$ cat config.mk
export PLATFORM = sky130hd
export DESIGN_NAME = nonce_search_controller
export DESIGN_NICKNAME = d
export VERILOG_FILES = /design/src/rtl/nonce_search_controller.sv
export SDC_FILE = /design/constraint.sdc
export NUM_CORES = 1
export LEC_CHECK = 0
export ABC_CLOCK_PERIOD_IN_PS = 4200
export CELL_PAD_IN_SITES_DETAIL_PLACEMENT = 2
export CELL_PAD_IN_SITES_GLOBAL_PLACEMENT = 2
export CORE_MARGIN = 4
export CORE_UTILIZATION = 34
export DETAILED_ROUTE_END_ITERATION = 10
export PLACE_DENSITY_LB_ADDON = 0.15
export SETUP_SLACK_MARGIN = 0.2
export SYNTH_ARGS = -nofsm -noshare
export SYNTH_HDL_FRONTEND = slang
export SYNTH_SLANG_ARGS = --single-unit
$ cat constraint.sdc
create_clock -name clk -period 4.2 [get_ports clk]
set_input_delay 0.42 -clock clk [delete_from_list [all_inputs] [get_ports clk]]
set_output_delay 0.42 -clock clk [all_outputs]
set_load 0.05 [all_outputs]
$ cat src/rtl/nonce_search_controller.sv
// Nonce range sequencer: starts one hash per nonce and stops on the first digest below target.
// Optional per-hash watchdog enabled by defining NONCE_SEARCH_TIMEOUT_EN.
module nonce_search_controller #(
    parameter int unsigned NONCE_W        = 32,
    parameter int unsigned HASH_W         = 256,
    parameter int unsigned TIMEOUT_CYCLES = 1024
) (
    input  logic               clk,
    input  logic               n_rst,
    input  logic               start,
    input  logic               stop,
    input  logic [NONCE_W-1:0] nonce_start,
    input  logic [NONCE_W-1:0] nonce_end,
    input  logic [HASH_W-1:0]  target,
    input  logic               hash_done,
    input  logic [HASH_W-1:0]  hash_out,
    output logic               begin_hash,
    output logic               quit_hash,
    output logic [NONCE_W-1:0] nonce,
    output logic               busy,
    output logic               found,
    output logic               exhausted,
    output logic [NONCE_W-1:0] golden_nonce,
    output logic               timeout_err
);

    typedef enum logic [2:0] {
        StIdle,
        StStartHash,
        StWaitHash,
        StCompare,
        StNextNonce
    } state_e;

    state_e             state_q, state_d;
    logic [NONCE_W-1:0] nonce_q, nonce_d;
    logic [NONCE_W-1:0] nonce_end_q, nonce_end_d;
    logic [HASH_W-1:0]  target_q, target_d;
    logic [HASH_W-1:0]  hash_q, hash_d;
    logic               found_q, found_d;
    logic               exhausted_q, exhausted_d;
    logic [NONCE_W-1:0] golden_q, golden_d;
    logic               timeout_err_q, timeout_err_d;
    logic               timeout_hit;
    logic               abort;

`ifdef NONCE_SEARCH_TIMEOUT_EN
    localparam int unsigned CntW = (TIMEOUT_CYCLES > 2) ? $clog2(TIMEOUT_CYCLES) : 1;
    logic [CntW-1:0] wdog_q, wdog_d;

    assign timeout_hit = (state_q == StWaitHash) && !hash_done &&
                         (wdog_q == CntW'(TIMEOUT_CYCLES - 1));

    // Cleared while issuing begin_hash so it reads 0 on the first WAIT_HASH cycle.
    always_comb begin
        wdog_d = wdog_q;
        if (state_q == StStartHash) begin
            wdog_d = '0;
        end else if (state_q == StWaitHash) begin
            wdog_d = wdog_q + CntW'(1);
        end
    end
`else
    logic unused_timeout_cfg;
    assign unused_timeout_cfg = ^TIMEOUT_CYCLES;
    assign timeout_hit        = 1'b0;
`endif

    assign abort = (state_q != StIdle) && (stop || timeout_hit);

    always_comb begin
        state_d       = state_q;
        nonce_d       = nonce_q;
        nonce_end_d   = nonce_end_q;
        target_d      = target_q;
        hash_d        = hash_q;
        found_d       = found_q;
        exhausted_d   = exhausted_q;
        golden_d      = golden_q;
        timeout_err_d = timeout_err_q;

        case (state_q)
            StIdle: begin
                if (start && !stop) begin
                    nonce_d       = nonce_start;
                    nonce_end_d   = nonce_end;
                    target_d      = target;
                    found_d       = 1'b0;
                    exhausted_d   = 1'b0;
                    timeout_err_d = 1'b0;
                    state_d       = StStartHash;
                end
            end
            StStartHash: state_d = StWaitHash;
            StWaitHash: begin
                if (hash_done) begin
                    hash_d  = hash_out;
                    state_d = StCompare;
                end
            end
            StCompare: begin
                if (hash_q < target_q) begin
                    found_d  = 1'b1;
                    golden_d = nonce_q;
                    state_d  = StIdle;
                end else if (nonce_q == nonce_end_q) begin
                    exhausted_d = 1'b1;
                    state_d     = StIdle;
                end else begin
                    state_d = StNextNonce;
                end
            end
            StNextNonce: begin
                nonce_d = nonce_q + NONCE_W'(1);
                state_d = StStartHash;
            end
            default: state_d = StIdle;
        endcase

        // Abort outranks digest capture and compare results in the same cycle.
        if (abort) begin
            state_d       = StIdle;
            nonce_d       = nonce_q;
            hash_d        = hash_q;
            found_d       = found_q;
            exhausted_d   = exhausted_q;
            golden_d      = golden_q;
            timeout_err_d = timeout_err_q | timeout_hit;
        end
    end

    always_ff @(posedge clk or negedge n_rst) begin
        if (!n_rst) begin
            state_q       <= StIdle;
            nonce_q       <= '0;
            nonce_end_q   <= '0;
            target_q      <= '0;
            hash_q        <= '0;
            found_q       <= 1'b0;
            exhausted_q   <= 1'b0;
            golden_q      <= '0;
            timeout_err_q <= 1'b0;
`ifdef NONCE_SEARCH_TIMEOUT_EN
            wdog_q        <= '0;
`endif
        end else begin
            state_q       <= state_d;
            nonce_q       <= nonce_d;
            nonce_end_q   <= nonce_end_d;
            target_q      <= target_d;
            hash_q        <= hash_d;
            found_q       <= found_d;
            exhausted_q   <= exhausted_d;
            golden_q      <= golden_d;
            timeout_err_q <= timeout_err_d;
`ifdef NONCE_SEARCH_TIMEOUT_EN
            wdog_q        <= wdog_d;
`endif
        end
    end

    assign begin_hash   = (state_q == StStartHash);
    assign quit_hash    = abort;
    assign busy         = (state_q != StIdle);
    assign nonce        = nonce_q;
    assign found        = found_q;
    assign exhausted    = exhausted_q;
    assign golden_nonce = golden_q;
    assign timeout_err  = timeout_err_q;

endmodule

## Yosys cells after proc, flatten, opt, wreduce, memory -nomap -nowiden

Index checks and enable logic that the tools add are counted.

| word-level totals | value |
|---|---|
| flip-flop bits (word level) | 613 |
| bits in latches | 0 |
| RAM bits | 0 |
| ROM bits | 0 |
| input port bits | 581 |
| output and inout port bits | 70 |
| memories kept | 0 |

| operators by class | value |
|---|---|
| add/subtract/negate cells | 1 |
| multiply operators | 0 |
| divide/modulo/power cells | 0 |
| $lt $le $gt $ge | 1 |
| equal/unequal tests | 11 |
| shift-type cells | 0 |
| muxes and demuxes | 14 |
| bitwise gates (word level) | 1 |
| reduce and logical (&&, ||, !) cells | 14 |

Operators by type and width:

| kind | count |
|---|---|
| $lt 256x256->1 | 1 |
| $pmux 32 s2 | 1 |
| $add 32x1->32 const B | 1 |
| $eq 32x32->1 | 1 |
| $mux 32 | 1 |
| $mux 3 | 5 |
| $pmux 3 s5 | 1 |
| $reduce_and 3->1 | 3 |
| $ne 2x2->1 const B | 4 |
| $eq 3x2->1 const B | 2 |
| $ne 3x3->1 const B | 2 |
| $reduce_and 5->1 | 1 |
| $mux 1 | 4 |
| $pmux 1 s2 | 2 |
| $reduce_and 2->1 | 2 |
| $reduce_and 4->1 | 1 |
| $reduce_bool 2->1 | 2 |
| $eq 3x1->1 const B | 1 |
| $eq 3x3->1 const B | 1 |
| $logic_not 3->1 | 1 |
| $reduce_bool 3->1 | 1 |
| $logic_and 1x1->1 | 2 |
| $logic_not 1->1 | 1 |
| $not 1->1 | 1 |

## Longest topological paths before layout

| depth | value |
|---|---|
| depth in word-level cells | 5 |
| depth in mapped cells | 11 |
| depth with buffers taken out | 10 |

## Least setup slack after synthesis

OpenSTA, ideal clock, no wires.

| timing path | value |
|---|---|
| path kind | reg-to-reg |
| start | register hash_q[239] |
| end | register golden_q[10] (netlist: golden_nonce[10]) |
| data arrival time | 2.974 ns |
| required time | 4.075 ns |
| slack | 1.101 ns |
| stages on the path, launching flop included | 11 |
| period minus slack after synthesis | 3.099 ns |
| cells stage by stage | dfrtp_1 ha_1 nand4_2 nor4_4 nand4_1 or4_1 or4_4 a31oi_4 nor4_4 buf_6 mux2_4 |

| between the ends | value |
|---|---|
| word-level cells in the longest chain between the ends | 2 |

RTL lines:

| element | line | text |
|---|---|---|
| start: declaration | 39 | `logic [HASH_W-1:0] hash_q, hash_d;` |
| start signal: assignment | 151 | `hash_q <= hash_d;` |
| $lt 256x256->1 | 102 | `if (hash_q < target_q) begin` |
| $reduce_and 3->1 (no source line) | - |  |
| end signal: assignment | 154 | `golden_q <= golden_d;` |
| end: declaration | 42 | `logic [NONCE_W-1:0] golden_q, golden_d;` |

Every way passes these cells.
A chain may end at the register's enable or synchronous reset.

## Worst setup path after layout

| timing path | value |
|---|---|
| start | register hash_q[239] |
| end | register golden_q[5] (netlist: golden_nonce[5]) |

The elaborated chain is that of the path after synthesis.

==> results.py <==
metrics = {
    "worst_setup_path": {
        "critical_path_class": "reg -> reg",
        "crit_path_start_kind": "register",
        "cp-end-kind": "register",
        "arrival_ns": 4.32,
        "worstPathRequired_ns": 4.69,
        "path_max_fanout": 11,
    },
    "clock_tree": {
        "cts_setup_buffers": 0,
        "cts_tree": "built",
        "cts_sinks": 613,
        "cts_max_level": 3,
        "cts_buffer_depth": 3,
        "clock-root-buffer": "clkbuf_16",
        "cts.clk_slew.worst_paths_ns": 0.06,
        "insertion_delay_ns": 0.61,
        "cts-buffers-inserted": 76,
    },
    "drt": {
        "ant_nets": 0,
        "topRoutingLayerUsed": "met5",
        "dr_wl_met2_um": 56400,
        "vias": 21900,
        "firstDrtPassIters": 6,
        "wl_met3_um": 6410,
        "avgRoutedWirePerCell_um": 24.2,
        "drt-total-wl_um": 105000,
        "remaining_drc_errors": 0,
        "vias_per_cell": 5.03,
        "drtIter0Drc": 730,
        "met1_length_um": 39700,
    },
    "sta": {
        "slew_headroom_pct": 39.1,
        "worst_pin_slew_ns": 0.913,
        "finalSetupTns_ns": 0,
        "slew_viol_final": 0,
        "hold_violations": 0,
        "layout_min_cycle_time_ns": 3.84,
        "fmax_ghz": 0.261,
        "setup_viol": 0,
        "hold_slack_ns": 0.408,
        "rsz0062_at_grt": "false",
        "setup_ws_ns": 0.363,
        "fin_crit_sh_pct": 91.4,
        "clock_skew_ns": 0.0324,
    },
    "yosys": {
        "async_flop_share_pct": 100,
        "syn_avg_cell_area_um2": 12.4,
        "ys_seq_area_share_pct": 50.8,
        "syn-num-nets": 3265,
        "synth_largest_area_cell": "dfrtp_1",
        "synth_cells": 2428,
        "synth-edff-count": 0,
        "syn_area_um2": 30200,
        "synth_top_area_share_pct": 50.8,
        "synth_ff_type": "dfrtp_1",
        "synth_most_common_cell": "dfrtp_1",
        "ys_top_cells_by_count": "dfrtp_1 (613), mux2_2 (547), inv_1 (269), ha_1 (256), a21oi_1 (149)",
        "ys_top_cells_by_area": "dfrtp_1 (51%), mux2_2 (20%), ha_1 (11%)",
        "ys_ff_latch": 613,
        "ys_warn_count": 0,
        "synthDistinctLibCells": 55,
    },
    "placement": {
        "gp_congestion": 0.841,
        "place_hpwl_um": 80800,
        "pre_cts_ws_ns": -0.240,
        "place_area_um2": 38300,
        "dp_cells": 4197,
        "port_buffers": 649,
    },
    "power": {
        "powerDensity_nw_per_um2": 613,
        "power.total_mw": 25.0,
        "worst_ir_drop_vdd_mv": 0.355,
        "power.leakage_nw": 18.6,
    },
    "grt": {
        "grt_pass1_wl_um": 159000,
        "grt_usage_pct": 22.2,
        "grt_max_degree": 106,
        "antenna_found_initial": 58,
        "grt_overflow": 0,
        "grt_pass1_vias": 25900,
    },
    "floorplanning": {
        "rows": 109,
        "coreArea_um2": 88200,
        "die_y_um": 306,
        "die_w_um": 306,
        "die-area_um2": 93600,
        "initial_core_util_pct": 34.2,
        "ios": 651,
    },
    "run_status": {
        "outcome": "finished, final reports clean",
    },
    "layout": {
        "fin_cells": 4366,
        "design_area_um2": 40800,
        "syn_to_final_growth_pct": 35.1,
        "final_core_util_pct": 46.2,
        "drive_gt1_share_pct": 23.6,
        "nets": 3948,
        "fillers": 8757,
    },
    "min_path": {
        "hold_path.class": "in -> reg",
    },
    "run": {
        "max-cap-violations": 0,
    },
}
registers in the layout, indices dropped and copies added (netlist names):
name          cells
nonce            32
exhausted         1
found             1
target_q        256
state_q           3
hash_q          256
golden_nonce     32
nonce_end_q      32
metal layers:
layer | GRT usage [%] | vias to the layer above
met5 | 0 | -
met3 | 6.00 | 163
met1 | 24.3 | 11300
met4 | 6.89 | 44
met2 | 41.6 | 492
li1 | - | 9994
power by group:
group | internal (mW) | switching, mW | total, mW
registers | 8.11 | 1.48 | 9.60
logic | 4.56 | 4.51 | 9.07
clock network | 3.71 | 2.63 | 6.34
path summary, 6_finish.rpt:
kind	from	end	slack, ns	cells after the start
worst min-delay path	nonce_start[1]	nonce[1]	0.41	3
min in group asynchronous	n_rst	target_q[87]	0.43	2
worst min register to register	exhausted	exhausted	0.49	2
worst max register to register	hash_q[239]	golden_nonce[5]	0.36	11
worst max-delay path	hash_q[239]	golden_nonce[5]	0.36	11
max in group asynchronous	n_rst	hash_q[241]	2.51	3
cells by family (layout without fill, tap and decap cells):
group           count (synthesis)  after routing  share of synthesized area, %
xor+xnor                       33             33                         0.957
flops                         613            613                          50.8
compound gates                327            327                          6.56
simple gates                  269            269                          4.74
mux                           576            576                          21.8
buf+inv                       353           1091                          4.48
other cells                     1             36                        0.0124
fa+ha+maj                     256            256                          10.6
timing repair:
action                                  CTS  global route
hold buffers                              1             0
cloned                                    0             0
endpoints found under the setup margin   34            27
resized for setup                         4             4
endpoints found under the hold margin    79             0
pin swaps                                 1             0
layout make-up:
cell class,instances,area (um^2),area share (%)
Antenna cell,35,87.6,0.215
Clock buffer,112,2210,5.42
Clock inverter,21,164,0.402
Inverter,269,1010,2.48
Sequential cell,613,15300,37.6
Multi-Input combinational cell,1462,13600,33.3
Timing Repair Buffer,689,6950,17.1
Tap cell,1165,1460,3.57
placed cells by master, fill, tap and decap left out, types with 5 or more instances in the layout:
cell             instances
a2111oi_0                5
a211oi_1                 5
a21o_1                  37
a21oi_1                149
a221oi_1                 8
and3_1                   5
and4_1                  16
buf_12                  12
buf_4                   27
clkbuf_1                22
clkbuf_16               79
clkbuf_8                11
clkdlybuf4s50_1        648
clkinv_2                15
dfrtp_1                613
diode_2                 35
ha_1                   256
inv_1                  269
mux2_2                 547
mux2_4                  29
nand2_1                 90
nand3_1                 29
nand4_1                 55
nor2_1                  30
nor3_1                  10
nor4_1                   5
o21ai_0                 59
o22ai_1                 16
o31ai_1                  7
o32ai_1                  7
or3_1                    5
xnor2_1                 33
worst max-delay path: stages, from the launching register on:
cell and delay, ns:
dfrtp_1 0.38, ha_1 0.34, nand4_2 0.22, nor4_4 0.48, nand4_1 0.21, or4_1 0.68, or4_4 0.48, a31oi_4 0.20
nor4_4 0.06, buf_12 0.17, buf_4 0.17, mux2_4 0.30
No activity file was read; power rests on OpenSTA's default activity.
